$ cat config.mk
export PLATFORM = sky130hd
export DESIGN_NAME = interface_controller_out
export DESIGN_NICKNAME = d
export VERILOG_FILES = /design/src/rtl/interface_controller_out.sv
export SDC_FILE = /design/constraint.sdc
export NUM_CORES = 1
export LEC_CHECK = 0
export ABC_AREA = 1
export CAP_MARGIN = 5
export CELL_PAD_IN_SITES_DETAIL_PLACEMENT = 1
export CELL_PAD_IN_SITES_GLOBAL_PLACEMENT = 1
export CORE_MARGIN = 10
export CORE_UTILIZATION = 44
export DETAILED_ROUTE_END_ITERATION = 8
export GPL_TIMING_DRIVEN = 0
export HOLD_SLACK_MARGIN = 0.03
export PLACE_DENSITY_LB_ADDON = 0.1
export SKIP_CTS_REPAIR_TIMING = 1
export SLEW_MARGIN = 30
export SYNTH_ARGS = -nofsm -noshare
export SYNTH_HDL_FRONTEND = slang
export SYNTH_SLANG_ARGS = --single-unit
$ cat constraint.sdc
create_clock -name clk -period 3.03 [get_ports clk]
set_input_delay 0.4545 -clock clk [delete_from_list [all_inputs] [get_ports clk]]
set_output_delay 0.4545 -clock clk [all_outputs]
set_load 0.03 [all_outputs]
$ cat src/rtl/interface_controller_out.sv
// interface_controller_out
// Read side of the host command FIFO. Pops bytes through a two-entry
// read-return skid buffer (the FIFO has one cycle of read latency),
// decodes connect / disconnect / send_data commands, and streams
// send_data payloads to the parser with SOP/EOP and valid/ready flow control.
//
// Optional feature, enabled by defining CONN_TRACK_EN:
//   keeps a per-host connection bitmap. A send_data to an unconnected host
//   raises err_o, and its length and payload bytes are consumed and dropped.
//   A repeated connect, or a disconnect of an unconnected host, raises err_o
//   and still emits the event.
// In the default build (CONN_TRACK_EN undefined), every send_data frame is
// forwarded.
//
// HOST_ADDR_WIDTH must be 1..4. SKID_DEPTH must be 2.
module interface_controller_out #(
  parameter int HOST_ADDR_WIDTH = 4,
  parameter int SKID_DEPTH      = 2
) (
  input  logic                       clk,
  input  logic                       rst_n,
  input  logic                       empty_i,
  input  logic [7:0]                 data_i,
  output logic                       readreq_o,
  output logic                       connect_o,
  output logic                       disconnect_o,
  output logic [HOST_ADDR_WIDTH-1:0] host_addr_o,
  output logic                       msg_valid_o,
  input  logic                       msg_ready_i,
  output logic [7:0]                 msg_data_o,
  output logic                       msg_sop_o,
  output logic                       msg_eop_o,
  output logic [7:0]                 msg_len_o,
  output logic                       err_o
);

  typedef enum logic [1:0] {
    IDLE    = 2'd0,
    LEN     = 2'd1,
    PAYLOAD = 2'd2
  } state_t;

  localparam logic [2:0] OP_CONNECT    = 3'b000;
  localparam logic [2:0] OP_DISCONNECT = 3'b001;
  localparam logic [2:0] OP_SEND_DATA  = 3'b010;
  localparam logic [1:0] SKID_MAX      = 2'(SKID_DEPTH);

  state_t state;

  // Read-return skid buffer.
  logic [7:0] skid_mem [SKID_DEPTH];
  logic       wr_ptr;
  logic       rd_ptr;
  logic [1:0] skid_cnt;
  logic       in_flight;
  logic       active;  // low during reset, and for one cycle after, so no read is issued then

  logic [1:0] occupancy;
  logic       head_valid;
  logic [7:0] head_data;
  logic       out_free;
  logic       pop;
  logic       pop_mem;
  logic       push;
  logic [HOST_ADDR_WIDTH-1:0] cmd_addr;

  logic [7:0] byte_cnt;    // payload bytes still to load into the output register
  logic       first_byte;  // the next payload byte loaded is the first of its frame
  logic       drop;        // the current frame is being discarded

`ifdef CONN_TRACK_EN
  logic [2**HOST_ADDR_WIDTH-1:0] conn_map;
`else
  assign drop = 1'b0;
`endif

  // The head is the oldest buffered byte. When the buffer is empty, the head
  // is the byte arriving from the FIFO this cycle, which keeps the full
  // byte-per-cycle rate.
  assign occupancy  = skid_cnt + {1'b0, in_flight};
  assign head_valid = (skid_cnt != 2'd0) || in_flight;
  assign head_data  = (skid_cnt != 2'd0) ? skid_mem[rd_ptr] : data_i;
  assign cmd_addr   = head_data[3 +: HOST_ADDR_WIDTH];
  assign out_free   = !msg_valid_o || msg_ready_i;

  assign readreq_o  = active && !empty_i && (occupancy < SKID_MAX);

  // Decide whether the head byte is consumed this cycle.
  always_comb begin
    // NOTE: give every always_comb output a default first, so no path leaves it unassigned and infers a latch.
    pop = 1'b0;
    unique case (state)
      IDLE, LEN: pop = head_valid;
      PAYLOAD:   pop = head_valid && (byte_cnt != 8'd0) && (drop || out_free);
      default:   pop = 1'b0;
    endcase
  end

  // A returning byte is stored unless it is consumed through the bypass in the same cycle.
  assign pop_mem = pop && (skid_cnt != 2'd0);
  assign push    = in_flight && !((skid_cnt == 2'd0) && pop);

  // Skid buffer storage.
  // NOTE: the data array has no reset; the pointers and count decide which entries are valid.
  always_ff @(posedge clk) begin
    if (push) skid_mem[wr_ptr] <= data_i;
  end

  // Skid buffer pointers and count, the read-in-flight flag, and the startup gate.
  always_ff @(posedge clk or negedge rst_n) begin
    // NOTE: sequential state uses non-blocking assignments, so every register samples pre-edge values.
    if (!rst_n) begin
      wr_ptr    <= 1'b0;
      rd_ptr    <= 1'b0;
      skid_cnt  <= 2'd0;
      in_flight <= 1'b0;
      active    <= 1'b0;
    end else begin
      active    <= 1'b1;
      in_flight <= readreq_o;
      if (push)    wr_ptr <= ~wr_ptr;
      if (pop_mem) rd_ptr <= ~rd_ptr;
      skid_cnt <= skid_cnt + {1'b0, push} - {1'b0, pop_mem};
    end
  end

  // Command decoder and payload streamer; all outputs are registered.
  always_ff @(posedge clk or negedge rst_n) begin
    if (!rst_n) begin
      state        <= IDLE;
      connect_o    <= 1'b0;
      disconnect_o <= 1'b0;
      err_o        <= 1'b0;
      host_addr_o  <= '0;
      msg_valid_o  <= 1'b0;
      msg_data_o   <= 8'd0;
      msg_sop_o    <= 1'b0;
      msg_eop_o    <= 1'b0;
      msg_len_o    <= 8'd0;
      byte_cnt     <= 8'd0;
      first_byte   <= 1'b0;
`ifdef CONN_TRACK_EN
      drop         <= 1'b0;
      conn_map     <= '0;
`endif
    end else begin
      connect_o    <= 1'b0;
      disconnect_o <= 1'b0;
      err_o        <= 1'b0;

      // An accepted beat empties the output register unless a new byte is loaded below.
      if (msg_valid_o && msg_ready_i) begin
        msg_valid_o <= 1'b0;
        msg_sop_o   <= 1'b0;
        msg_eop_o   <= 1'b0;
      end

      unique case (state)
        IDLE: begin
          if (pop) begin
            if (head_data[7] || (head_data[2:0] > OP_SEND_DATA)) begin
              err_o <= 1'b1;
            end else begin
              host_addr_o <= cmd_addr;
              unique case (head_data[2:0])
                OP_CONNECT: begin
                  connect_o <= 1'b1;
`ifdef CONN_TRACK_EN
                  if (conn_map[cmd_addr]) err_o <= 1'b1;
                  conn_map[cmd_addr] <= 1'b1;
`endif
                end
                OP_DISCONNECT: begin
                  disconnect_o <= 1'b1;
`ifdef CONN_TRACK_EN
                  if (!conn_map[cmd_addr]) err_o <= 1'b1;
                  conn_map[cmd_addr] <= 1'b0;
`endif
                end
                default: begin
                  state <= LEN;
`ifdef CONN_TRACK_EN
                  drop <= !conn_map[cmd_addr];
                  if (!conn_map[cmd_addr]) err_o <= 1'b1;
`endif
                end
              endcase
            end
          end
        end

        LEN: begin
          if (pop) begin
            msg_len_o  <= head_data;
            byte_cnt   <= head_data;
            first_byte <= 1'b1;
            if (head_data == 8'd0) begin
              err_o <= 1'b1;
              state <= IDLE;
            end else begin
              state <= PAYLOAD;
            end
          end
        end

        PAYLOAD: begin
          if (pop) begin
            byte_cnt <= byte_cnt - 8'd1;
            if (!drop) begin
              msg_valid_o <= 1'b1;
              msg_data_o  <= head_data;
              msg_sop_o   <= first_byte;
              msg_eop_o   <= (byte_cnt == 8'd1);
              first_byte  <= 1'b0;
            end else if (byte_cnt == 8'd1) begin
              state <= IDLE;
            end
          end
          if (!drop && msg_valid_o && msg_ready_i && msg_eop_o) state <= IDLE;
        end

        default: state <= IDLE;
      endcase
    end
  end

endmodule
==> results_dict.tcl <==
set metrics [dict create \
    critical_path_required_ns 2.58 \
    end_kind "primary output" \
    grtUsageTotal_pct 15.35 \
    grt_pass1_vias 2408 \
    maxCapViolations 0 \
    grt_setup_unrepaired "false" \
    hold_class "input pin to async pin" \
    outcome "completed" \
    drc 0 \
    async_flop_share_pct 72.88 \
    htree_num_levels 3 \
    via_per_inst 5.079 \
    die-area_um2 9713 \
    die_w_um 98.56 \
    relSlewSlack_pct 54.85 \
    netlist_instances 300 \
    wirelength_mm 6.911 \
    syn_nets 317 \
    arrival_ns 1.99 \
    min_period_ns 2.448 \
    cpLargestDelayFamily "buffers and inverters" \
    path_cells "nand2_1 -> o21ai_0 -> a211oi_1 -> clkdlybuf4s50_1" \
    synth-seq-area-share_pct 57.33 \
    cp_num_buf_inv 1 \
    antenna_found_initial 0 \
    crit_type "flop to primary output" \
    clock-sinks 59 \
    synthToLayoutAreaGrowth_pct 23.69 \
    worst_pin_slew_ns 0.6748 \
    synth-edff-count 16 \
    port_buffers 38 \
    fin_skew_ns 0.008493 \
    grt_pass1_wl_mm 11.87 \
    finalWeightedCongestion 0.8325 \
    final.setup.tns_ns 0 \
    yosysTopAreaCell "dfrtp_1" \
    synth_most_common_cell "nand2_1" \
    drt-initial-drc-count 53 \
    ys.flop_type "dfrtp_1" \
    cp-start-kind "flop" \
    cts_buffer_depth 2 \
    rows 28 \
    cp_slowest_stage_delay_ns 0.74 \
    ys_warn_count 0 \
    layout_setup_ws_ns 0.5816 \
    dpl.hpwl_mm 5.032 \
    post-place-ws_ns 0.3825 \
    synth_top_cells_by_count "nand2_1 (89), dfrtp_1 (43), o21ai_0 (30)" \
    numCtsBuffers 9 \
    coreArea_um2 5956 \
    p_leak_nw 1.564 \
    gr-total-overflow 0 \
    diodes 0 \
    reg2reg_to "skid_cnt[1]" \
    irDropWorstVdd_mv 0.4877 \
    finalSetupViolCount 0 \
    cts-root-buf "clkbuf_8" \
    clk_pin_slew_worst_paths_ns 0.06 \
    die_height_um 98.56 \
    yosysUniqueCellTypes 29 \
    postSynthAreaPerCell_um2 9.050 \
    initial_utilization_pct 45.59 \
    drt_pass1_iterations 4 \
    fillCellCount 709 \
    r2r_start "byte_cnt[6]" \
    synth.area.top_cells "dfrtp_1 (40%), edfxtp_1 (18%), nand2_1 (12%), o21ai_0 (5.5%), nand3_1 (4.2%)" \
    crit_slowest_cell "clkdlybuf4s50_1" \
    ys_ff_latch 59 \
    powerDensity_nw_per_um2 1209 \
    finalHoldViolations 0 \
    worstSkewPairLatency_ns 0.35 \
    slew_viol_final 0 \
    grt_max_degree 44 \
    vias 2179 \
    synth_top_area_share_pct 39.63 \
    nNetsFinal 366 \
    hold_ws_ns 0.09889 \
    r2r_slack_ns 0.75 \
    tritoncts "yes" \
    syn_area_um2 2715 \
    worstRegToRegCells 13 \
    wire_per_inst_um 16.11 \
    drive_above_1_share_pct 11.30 \
    io_pins 39 \
    cp_max_fo 4 \
    ant_nets 0 \
    fmax_mhz 408.4 \
    finalCritPeriodShare_pct 80.80 \
]
[registers in the layout, indices dropped and copies added (netlist names)]
name and flops:
skid_mem 16, byte_cnt 8, msg_data_o 8, msg_len_o 8
host_addr_o 4, skid_cnt 2, state 2, active 1
connect_o 1, disconnect_o 1, err_o 1, first_byte 1
in_flight 1, msg_eop_o 1, msg_sop_o 1, msg_valid_o 1
rd_ptr 1, wr_ptr 1
[how the worst max path moves through the flow]
stage	start	end	slack (ns)	depth (start not counted)
floorplan	msg_valid_o	skid_cnt[1]	1.01	12
global placement	rst_n	skid_cnt[0]	0.26	1
detailed placement	msg_ready_i	skid_cnt[1]	0.38	12
CTS	in_flight	readreq_o	0.55	4
global route	in_flight	readreq_o	0.44	4
finish	in_flight	readreq_o	0.58	4
[final cells by class]
| type | count | area [µm²] | share of cell area (%) |
|---|---|---|---|
| inverter | 35 | 136.4 | 4.061 |
| tap | 75 | 93.84 | 2.794 |
| buffer | 7 | 47.55 | 1.416 |
| clock inverter | 3 | 12.51 | 0.3726 |
| timing repair buffer | 38 | 377.9 | 11.25 |
| clock buffer | 13 | 158.9 | 4.732 |
| multi-input combinational | 199 | 974.7 | 29.02 |
| sequential | 59 | 1556 | 46.35 |
[logic make-up after synthesis]
kind of cell / count (synthesis) / share of synthesized area (%)
AND/OR/NAND/NOR: 144 / 23.73
flip-flops: 59 / 57.33
AO/OA/AOI/OAI: 46 / 8.756
buffers and inverters: 42 / 6.774
adder cells (fa/ha/maj): 5 / 2.304
XOR/XNOR: 3 / 0.9679
other: 1 / 0.1381
[per-layer routing]
metal	wire length [µm]	share of wire, %	vias up	global-route usage [%]
met4	120	1.7	0	6.284
li1	-	-	1069	-
met2	3624	52	34	26.48
met1	2923	42	1065	17.10
met5	0	0	-	0
met3	243	3.5	11	4.888
[where the power goes]
part	total, mW	leakage, nW	internal, mW	switching [mW]
combinational	2.15	0.800	0.736	1.41
sequential	1.27	0.676	1.11	0.162
clock	0.639	0.0885	0.335	0.304
[cell usage in the layout (no fill, tap or decap), types with 5 or more instances in the layout]
cell / instances
inv_2: 5
nor2_1: 13
o21ai_0: 30
edfxtp_1: 16
ha_1: 5
clkbuf_8: 11
nand3_1: 23
nand2_2: 9
clkdlybuf4s50_1: 37
buf_2: 5
nand2_1: 89
o21ai_1: 10
inv_1: 29
dfrtp_1: 43
[worst register-to-register path, delay by kind of cell, from the launching register on]
family	cells	cell delay (ns)
and+or+nand+nor	8	0.94
adders and majority gates	2	0.46
DFF	1	0.42
xor gates and xnor gates	2	0.36
buffers and inverters	1	0.04
[through the flow]
| step | utilization (%) | cells | area, µm² | total power [mW] |
|---|---|---|---|---|
| final | 56.39 | 429 | 3358 | 4.060 |
| after global routing | 56.39 | 429 | 3358 | 4.427 |
| after CTS | 56.39 | 429 | 3358 | 4.125 |
| after detailed placement | 53.51 | 413 | 3187 | 3.460 |
| after global placement | 53.55 | 413 | 3189 | 3.367 |
| after floorplan | - | 300 | 2715 | 2.698 |
Power figures use the tool's default switching activity.
